### config.mk
export PLATFORM = sky130hd
export DESIGN_NAME = result_reader_flat
export DESIGN_NICKNAME = d
export VERILOG_FILES = /design/src/rtl/result_reader_pkg.sv /design/src/rtl/result_reader_if.sv /design/src/rtl/result_reader_scale_decode.sv /design/src/rtl/result_reader.sv /design/src/flat_wrapper.sv
export SDC_FILE = /design/constraint.sdc
export NUM_CORES = 1
export LEC_CHECK = 0
export CAP_MARGIN = 25
export CELL_PAD_IN_SITES_DETAIL_PLACEMENT = 1
export CELL_PAD_IN_SITES_GLOBAL_PLACEMENT = 2
export CORE_MARGIN = 3
export CORE_UTILIZATION = 25
export CTS_BUF_LIST = sky130_fd_sc_hd__clkbuf_8
export DETAILED_ROUTE_END_ITERATION = 12
export PLACE_DENSITY = 0.83
export SETUP_SLACK_MARGIN = 0.5
export SKIP_LAST_GASP = 1
export SLEW_MARGIN = 40
export SYNTH_ARGS = -nofsm -noshare
export SYNTH_HDL_FRONTEND = slang
export SYNTH_SLANG_ARGS = --single-unit
### constraint.sdc
create_clock -name clk -period 1.8 [get_ports clk]
set_input_delay 0.36 -clock clk [delete_from_list [all_inputs] [get_ports clk]]
set_output_delay 0.36 -clock clk [all_outputs]
set_load 0.05 [all_outputs]
### src/rtl/result_reader_pkg.sv
// Shared definitions for the detection result reader.
//   Holds default widths, the reader FSM state encoding, the record word slot
//   indices and the statistics counter width. No ports.
package result_pkg;

  localparam int unsigned DATA_WIDTH_12 = 12;
  localparam int unsigned NUM_RESIZE    = 5;
  localparam int unsigned SCALE_W       = 3;
  localparam int unsigned NUM_VARIABLE  = 3;
  localparam int unsigned IDX_W         = 2;
  localparam int unsigned STAT_W        = 16;

  typedef enum logic [1:0] {
    REQ = 2'd0,
    CAP = 2'd1,
    OUT = 2'd2
  } state_e;

  typedef logic [IDX_W-1:0] idx_t;

  // Word order inside one record as it leaves the FIFO
  localparam idx_t IDX_X    = 2'd0;
  localparam idx_t IDX_Y    = 2'd1;
  localparam idx_t IDX_CAND = 2'd2;

endpackage

### src/rtl/result_reader_if.sv
// Bus bundle between the result FIFO, the reader and the overlay consumer.
//   i_result/i_empty/o_read_result : FIFO read side (q, empty, rdreq)
//   o_valid/i_ready                : record handshake towards the consumer
//   o_x/o_y/o_candidate            : reassembled record
//   o_scale/o_multi_scale          : decoded candidate mask
// Modports: master = the reader, slave = FIFO plus consumer environment.
interface result_reader_if #(
  parameter int unsigned DATA_WIDTH_12 = result_pkg::DATA_WIDTH_12,
  parameter int unsigned NUM_RESIZE    = result_pkg::NUM_RESIZE,
  parameter int unsigned SCALE_W       = result_pkg::SCALE_W
);

  logic [DATA_WIDTH_12-1:0] i_result;
  logic                     i_empty;
  logic                     o_read_result;
  logic                     o_valid;
  logic                     i_ready;
  logic [DATA_WIDTH_12-1:0] o_x;
  logic [DATA_WIDTH_12-1:0] o_y;
  logic [NUM_RESIZE-1:0]    o_candidate;
  logic [SCALE_W-1:0]       o_scale;
  logic                     o_multi_scale;

  modport master (
    input  i_result, i_empty, i_ready,
    output o_read_result, o_valid, o_x, o_y, o_candidate, o_scale, o_multi_scale
  );

  modport slave (
    output i_result, i_empty, i_ready,
    input  o_read_result, o_valid, o_x, o_y, o_candidate, o_scale, o_multi_scale
  );

endinterface

### src/rtl/result_reader_scale_decode.sv
// Candidate mask decoder (purely combinational).
//   mask_i  : one bit per resize level
//   scale_o : index of the lowest set bit (0 when the mask is empty)
//   multi_o : more than one bit set
module scale_decode
  import result_pkg::*;
#(
  parameter int unsigned NUM_RESIZE = result_pkg::NUM_RESIZE,
  parameter int unsigned SCALE_W    = result_pkg::SCALE_W
) (
  input  logic [NUM_RESIZE-1:0] mask_i,
  output logic [SCALE_W-1:0]    scale_o,
  output logic                  multi_o
);

  // Scan from the top so the last hit wins, leaving the lowest set index
  always_comb begin
    scale_o = '0;
    for (int i = int'(NUM_RESIZE) - 1; i >= 0; i--) begin
      if (mask_i[i]) begin
        scale_o = SCALE_W'(i);
      end
    end
  end

  // Clearing the lowest set bit leaves something only if a second bit exists
  assign multi_o = |(mask_i & (mask_i - NUM_RESIZE'(1)));

endmodule

### src/rtl/result_reader.sv
// Detection result reader.
//   Drains 12-bit words from the result FIFO, regroups them into face records
//   (x, y, candidate mask), drops records with an empty mask and presents each
//   record with its decoded scale on a valid/ready handshake.
// Ports:
//   clk, reset          : clock, synchronous active-high reset
//   bus (master)        : FIFO read side + record output, see result_reader_if
//   o_face_count        : accepted records, saturating  (RESULT_STATS_EN only)
//   o_drop_count        : zero-mask drops, saturating   (RESULT_STATS_EN only)
// Build option: define RESULT_STATS_EN to add the two statistics counters.
module result_reader #(
  parameter int unsigned DATA_WIDTH_12 = result_pkg::DATA_WIDTH_12,
  parameter int unsigned NUM_RESIZE    = result_pkg::NUM_RESIZE,
  parameter int unsigned SCALE_W       = result_pkg::SCALE_W
) (
  input  logic              clk,
  input  logic              reset,
  result_reader_if.master   bus
`ifdef RESULT_STATS_EN
  ,
  output logic [15:0]       o_face_count,
  output logic [15:0]       o_drop_count
`endif
);

  import result_pkg::*;

  state_e                   state_q;
  idx_t                     idx_q;
  logic [DATA_WIDTH_12-1:0] x_q;
  logic [DATA_WIDTH_12-1:0] y_q;
  logic [NUM_RESIZE-1:0]    cand_q;
  logic [SCALE_W-1:0]       scale_q;
  logic                     multi_q;
  logic                     valid_q;

  logic [NUM_RESIZE-1:0]    cand_d;
  logic [SCALE_W-1:0]       scale_d;
  logic                     multi_d;

  // Upper bits of the candidate word carry no meaning
  assign cand_d = bus.i_result[NUM_RESIZE-1:0];

  scale_decode #(
    .NUM_RESIZE (NUM_RESIZE),
    .SCALE_W    (SCALE_W)
  ) u_scale_decode (
    .mask_i  (cand_d),
    .scale_o (scale_d),
    .multi_o (multi_d)
  );

  // Read request must land in the same cycle as the empty check; gated by reset
  // so nothing is popped while the record state is being cleared.
  assign bus.o_read_result = (state_q == REQ) && !bus.i_empty && !reset;

  assign bus.o_valid       = valid_q;
  assign bus.o_x           = x_q;
  assign bus.o_y           = y_q;
  assign bus.o_candidate   = cand_q;
  assign bus.o_scale       = scale_q;
  assign bus.o_multi_scale = multi_q;

  // Reader FSM: one word per REQ/CAP pair, hold the record in OUT
  always_ff @(posedge clk) begin
    if (reset) begin
      state_q <= REQ;
      idx_q   <= IDX_X;
      x_q     <= '0;
      y_q     <= '0;
      cand_q  <= '0;
      scale_q <= '0;
      multi_q <= 1'b0;
      valid_q <= 1'b0;
    end else begin
      case (state_q)
        REQ: begin
          if (!bus.i_empty) begin
            state_q <= CAP;
          end
        end
        CAP: begin
          state_q <= REQ;
          case (idx_q)
            IDX_X: begin
              x_q   <= bus.i_result;
              idx_q <= IDX_Y;
            end
            IDX_Y: begin
              y_q   <= bus.i_result;
              idx_q <= IDX_CAND;
            end
            default: begin
              cand_q <= cand_d;
              idx_q  <= IDX_X;
              // An empty mask means no detection: drop silently, keep reading
              if (cand_d != '0) begin
                state_q <= OUT;
                valid_q <= 1'b1;
                scale_q <= scale_d;
                multi_q <= multi_d;
              end
            end
          endcase
        end
        OUT: begin
          if (bus.i_ready) begin
            state_q <= REQ;
            valid_q <= 1'b0;
          end
        end
        default: begin
          state_q <= REQ;
        end
      endcase
    end
  end

`ifdef RESULT_STATS_EN
  logic [15:0] face_q;
  logic [15:0] drop_q;
  logic        accept_c;
  logic        drop_c;

  assign accept_c = valid_q && bus.i_ready;
  assign drop_c   = (state_q == CAP) && (idx_q == IDX_CAND) && (cand_d == '0);

  // Saturating event counters
  always_ff @(posedge clk) begin
    if (reset) begin
      face_q <= '0;
      drop_q <= '0;
    end else begin
      if (accept_c && (face_q != 16'hFFFF)) begin
        face_q <= face_q + 16'd1;
      end
      if (drop_c && (drop_q != 16'hFFFF)) begin
        drop_q <= drop_q + 16'd1;
      end
    end
  end

  assign o_face_count = face_q;
  assign o_drop_count = drop_q;
`endif

endmodule
### src/flat_wrapper.sv
// flat-port wrapper written by rule: the top's interface ports become plain ports
module result_reader_flat import result_pkg::*;
#(
  parameter int unsigned DATA_WIDTH_12 = result_pkg::DATA_WIDTH_12,
  parameter int unsigned NUM_RESIZE    = result_pkg::NUM_RESIZE,
  parameter int unsigned SCALE_W       = result_pkg::SCALE_W
)
  (clk, reset, bus_i_result, bus_i_empty, bus_i_ready, bus_o_read_result, bus_o_valid, bus_o_x, bus_o_y, bus_o_candidate, bus_o_scale, bus_o_multi_scale);
  result_reader_if #(.DATA_WIDTH_12(DATA_WIDTH_12), .NUM_RESIZE(NUM_RESIZE), .SCALE_W(SCALE_W)) bus_i ();
  input  logic clk;
  input  logic reset;
  input wire logic [$bits(bus_i.i_result)-1:0] bus_i_result;
  input wire logic [$bits(bus_i.i_empty)-1:0] bus_i_empty;
  input wire logic [$bits(bus_i.i_ready)-1:0] bus_i_ready;
  output wire logic [$bits(bus_i.o_read_result)-1:0] bus_o_read_result;
  output wire logic [$bits(bus_i.o_valid)-1:0] bus_o_valid;
  output wire logic [$bits(bus_i.o_x)-1:0] bus_o_x;
  output wire logic [$bits(bus_i.o_y)-1:0] bus_o_y;
  output wire logic [$bits(bus_i.o_candidate)-1:0] bus_o_candidate;
  output wire logic [$bits(bus_i.o_scale)-1:0] bus_o_scale;
  output wire logic [$bits(bus_i.o_multi_scale)-1:0] bus_o_multi_scale;
  assign bus_i.i_result = bus_i_result;
  assign bus_i.i_empty = bus_i_empty;
  assign bus_i.i_ready = bus_i_ready;
  assign bus_o_read_result = bus_i.o_read_result;
  assign bus_o_valid = bus_i.o_valid;
  assign bus_o_x = bus_i.o_x;
  assign bus_o_y = bus_i.o_y;
  assign bus_o_candidate = bus_i.o_candidate;
  assign bus_o_scale = bus_i.o_scale;
  assign bus_o_multi_scale = bus_i.o_multi_scale;
  result_reader #(.DATA_WIDTH_12(DATA_WIDTH_12), .NUM_RESIZE(NUM_RESIZE), .SCALE_W(SCALE_W)) u_core (.clk(clk), .reset(reset), .bus(bus_i));
endmodule
==> flow_summary.ini <==
[drt]
via_per_inst = 4.57
remaining_drc_errors = 0
drt_first_pass_iters = 4
detail_route.iter0.violations = 64
routed_wl_um = 4880
dr_total_vias = 1484
drt-wirelength-per-cell_um = 15.0
postRouteAntennaNets = 0

[worst_setup_path]
critPathMaxFanout = 7
timing.critical_path.max_delay_family = simple AND/OR/NAND/NOR gates
timing.critical_path.to_type = flip-flop
critical-path-max-stage-delay_ps = 380
cell_by_cell_trace_of_the_critical_path = buf_4 -> nand2b_4 -> buf_4 -> or3_4 -> nand2_1 -> a21oi_1
start_kind = flip-flop
timing.setup.critical_path_class = flip-flop to flip-flop
worstReg2RegStart = u_core.state_q[1]
worst-path-stages = 6
worst_setup_sp = u_core.state_q[1]
reg2reg_depth = 6
timing.critical_path.arrival_ps = 1680
critical_path_buf_inv_count = 2
worst_path_max_delay_cell = or3_4
crit_top_cell = buf_4
worst_ep_required_time_ps = 1960

[cells_and_area]
nets = 268
final-seq-area_um2 = 769
areaGrowthSynthToFinish_pct = 63.7
finalInstanceArea_um2 = 2390
multi_input_area_um2 = 774
post_route_cells_drive_above_1_share_pct = 37.2
fillerInstances = 653
antenna-diode-count = 0

[timing]
timing.final.crit_period_ps = 1520
post-route-worst-setup-slack_ps = 284
worst_clock_skew_ps = 4.56
finalHoldViolCount = 0
rsz0062_at_grt = true
setup_total_negative_slack_ps = 0
timing.final.crit_share_pct = 84.2
drv_slew = 0
worst_slew_margin_rel_pct = 67.7
max_freq_ghz = 0.660
setup_viols_final = 0
worst_pin_slew_ps = 484

[yosys]
synth_flop_cell = dfxtp_1
synth_seq_area_share_pct = 52.1
synth_top_area_cell = dfxtp_1
synth_commonest_cells = 61 x nand2_1, 38 x dfxtp_1, 35 x a21oi_1
syn-num-nets = 198
post_synth_design_cell_area_um2 = 1460
postSynth.asyncResetShare_pct = 0
postSynthRegisterBits = 38
synthMostInstantiatedCell = nand2_1
synth_edf_count = 0
yosys.area.top_type_share_pct = 52.1
synthDistinctLibCells = 26
synth.avg_cell_area_um2 = 8.02
synthCells = 182
yosys_warnings = 0
synthTopCellsByArea = dfxtp_1 52%, nand2_1 16%, a21oi_1 12%

[floorplan]
dieHeight_um = 82.4
io-pin-count = 51
std_cell_rows = 27
floorplan.core_area_um2 = 5570
die_area_um2 = 6790
die_w_um = 82.4
floorplan.initialDensity_pct = 26.2

[place]
place_congestion = 0.760
dpl-instance-area_um2 = 2030
hpwlAfterDp_um = 3090
dp_worst_setup_slack_ps = 6.32
place.port_buffers = 50

[clocking]
number_of_buffers_created_by_cts = 5
clk-insertion-delay-late_ps = 290
cts_sinks = 38
htreeDepth = 2
clock_transition_at_the_register_clock_pins_on_the_worst_setup_and_hold_paths_after_cts_ps = 70
master_cell_of_the_clock_root_buffer = clkbuf_8
total_of_hold_buffers_inserted_after_clock_tree_synthesis = 0
cts-root-to-sink-buffers = 2
cts_tree = built

[hold_path]
hold_path_depth = 2
hold_path.class = input pin to flip-flop
hp-start = bus_i_empty

[power_and_ir_drop]
power.static_leakage_nw = 0.959
vdd_ir_drop_max_mv = 0.288
cellPowerDensity_nw_per_um2 = 745

[global_route]
global_route.overflow_total = 0
largest_net_degree_at_the_start_of_global_routing = 39
groute.usage.overall_pct = 14.6
antenna_found_initial = 0
grt_pass1_vias = 1480
grt_pass1_wl_um = 7530

[outcome]
run_status = completed

[flow_run]
max_cap_violations = 0
==> final timing paths <==
path | slack (ps) | to
worst min-delay path | 430 | u_core.state_q[0]
worst max register to register | 280 | u_core.bus.o_x[11]
worst min register to register | 460 | u_core.bus.o_candidate[3]
worst max-delay path | 280 | u_core.bus.o_x[11]
==> registers in the layout, indices dropped and copies added (netlist names) <==
register	flops
u_core.bus.o_scale	3
u_core.state_q	2
u_core.bus.o_multi_scale	1
u_core.idx_q	2
u_core.bus.o_x	12
u_core.bus.o_candidate	5
u_core.bus.o_valid	1
u_core.bus.o_y	12
==> power by group <==
part / leakage, nW / internal (mW) / total [mW] / switching (mW)
registers: 0.310 / 0.860 / 0.877 / 0.0175
logic: 0.597 / 0.122 / 0.301 / 0.179
clock network: 0.0524 / 0.303 / 0.602 / 0.299
total: 0.959 / 1.29 / 1.78 / 0.495
==> layout by cell type (no fill, tap or decap), types with 2 or more instances in the layout <==
master            n
buf_4            49
or3_4             2
nor3_1            2
dfxtp_1          35
nor4_4            2
nor2_1            6
dfxtp_4           2
buf_6             6
nor3_2            2
a21oi_2           8
a21oi_4           2
a21oi_1          25
clkdlybuf4s50_1   9
nand2_1          59
nand2_2           2
buf_12            3
clkdlybuf4s15_1   2
inv_1             6
dlygate4sd2_1     3
or3b_4            2
clkbuf_8          6
==> final cells by class <==
cell class | instances | share of cell area [%]
multi-input cells | 129 | 32.4
flip-flops and latches | 38 | 32.2
repair buffers | 73 | 27.0
well taps | 72 | 3.77
clock buffers | 6 | 3.46
inverters | 5 | 0.786
clock inverters | 2 | 0.367
==> kinds of logic (layout without fill, tap and decap cells) <==
| kind of cell | after synthesis | count (layout) | synth area share, % |
|---|---|---|---|
| and+or+nand+nor | 83 | 85 | 25.8 |
| AOI/OAI and AO/OA | 42 | 42 | 15.4 |
| DFF | 38 | 38 | 52.1 |
| buffers and inverters | 17 | 86 | 5.32 |
| xor gates and xnor gates | 1 | 1 | 0.600 |
| muxes | 1 | 1 | 0.686 |
==> timing repair <==
item                                    in CTS  in global routing
endpoints found under the setup margin      19                 37
pin swaps                                   14                  3
buffers inserted                             7                  4
gates cloned                                 1                  2
resized for setup                           17                 29
==> metrics by stage <==
step	instances	util [%]	hold slack, ps	power [mW]
5_1_grt	325	42.9	444	1.87
2_1_floorplan	182	-	430	1.05
4_1_cts	319	40.0	430	1.77
3_3_place_gp	303	36.4	444	1.15
3_5_place_dp	303	36.4	452	1.15
6_report	325	42.9	430	1.78
==> routing by layer <==
layer	part of all wire (%)	GRT usage [%]
met5	0	0
met4	1.2	3.99
met3	3.9	3.90
met2	49	24.5
met1	45	18.3
No activity file was read; power rests on OpenSTA's default activity.
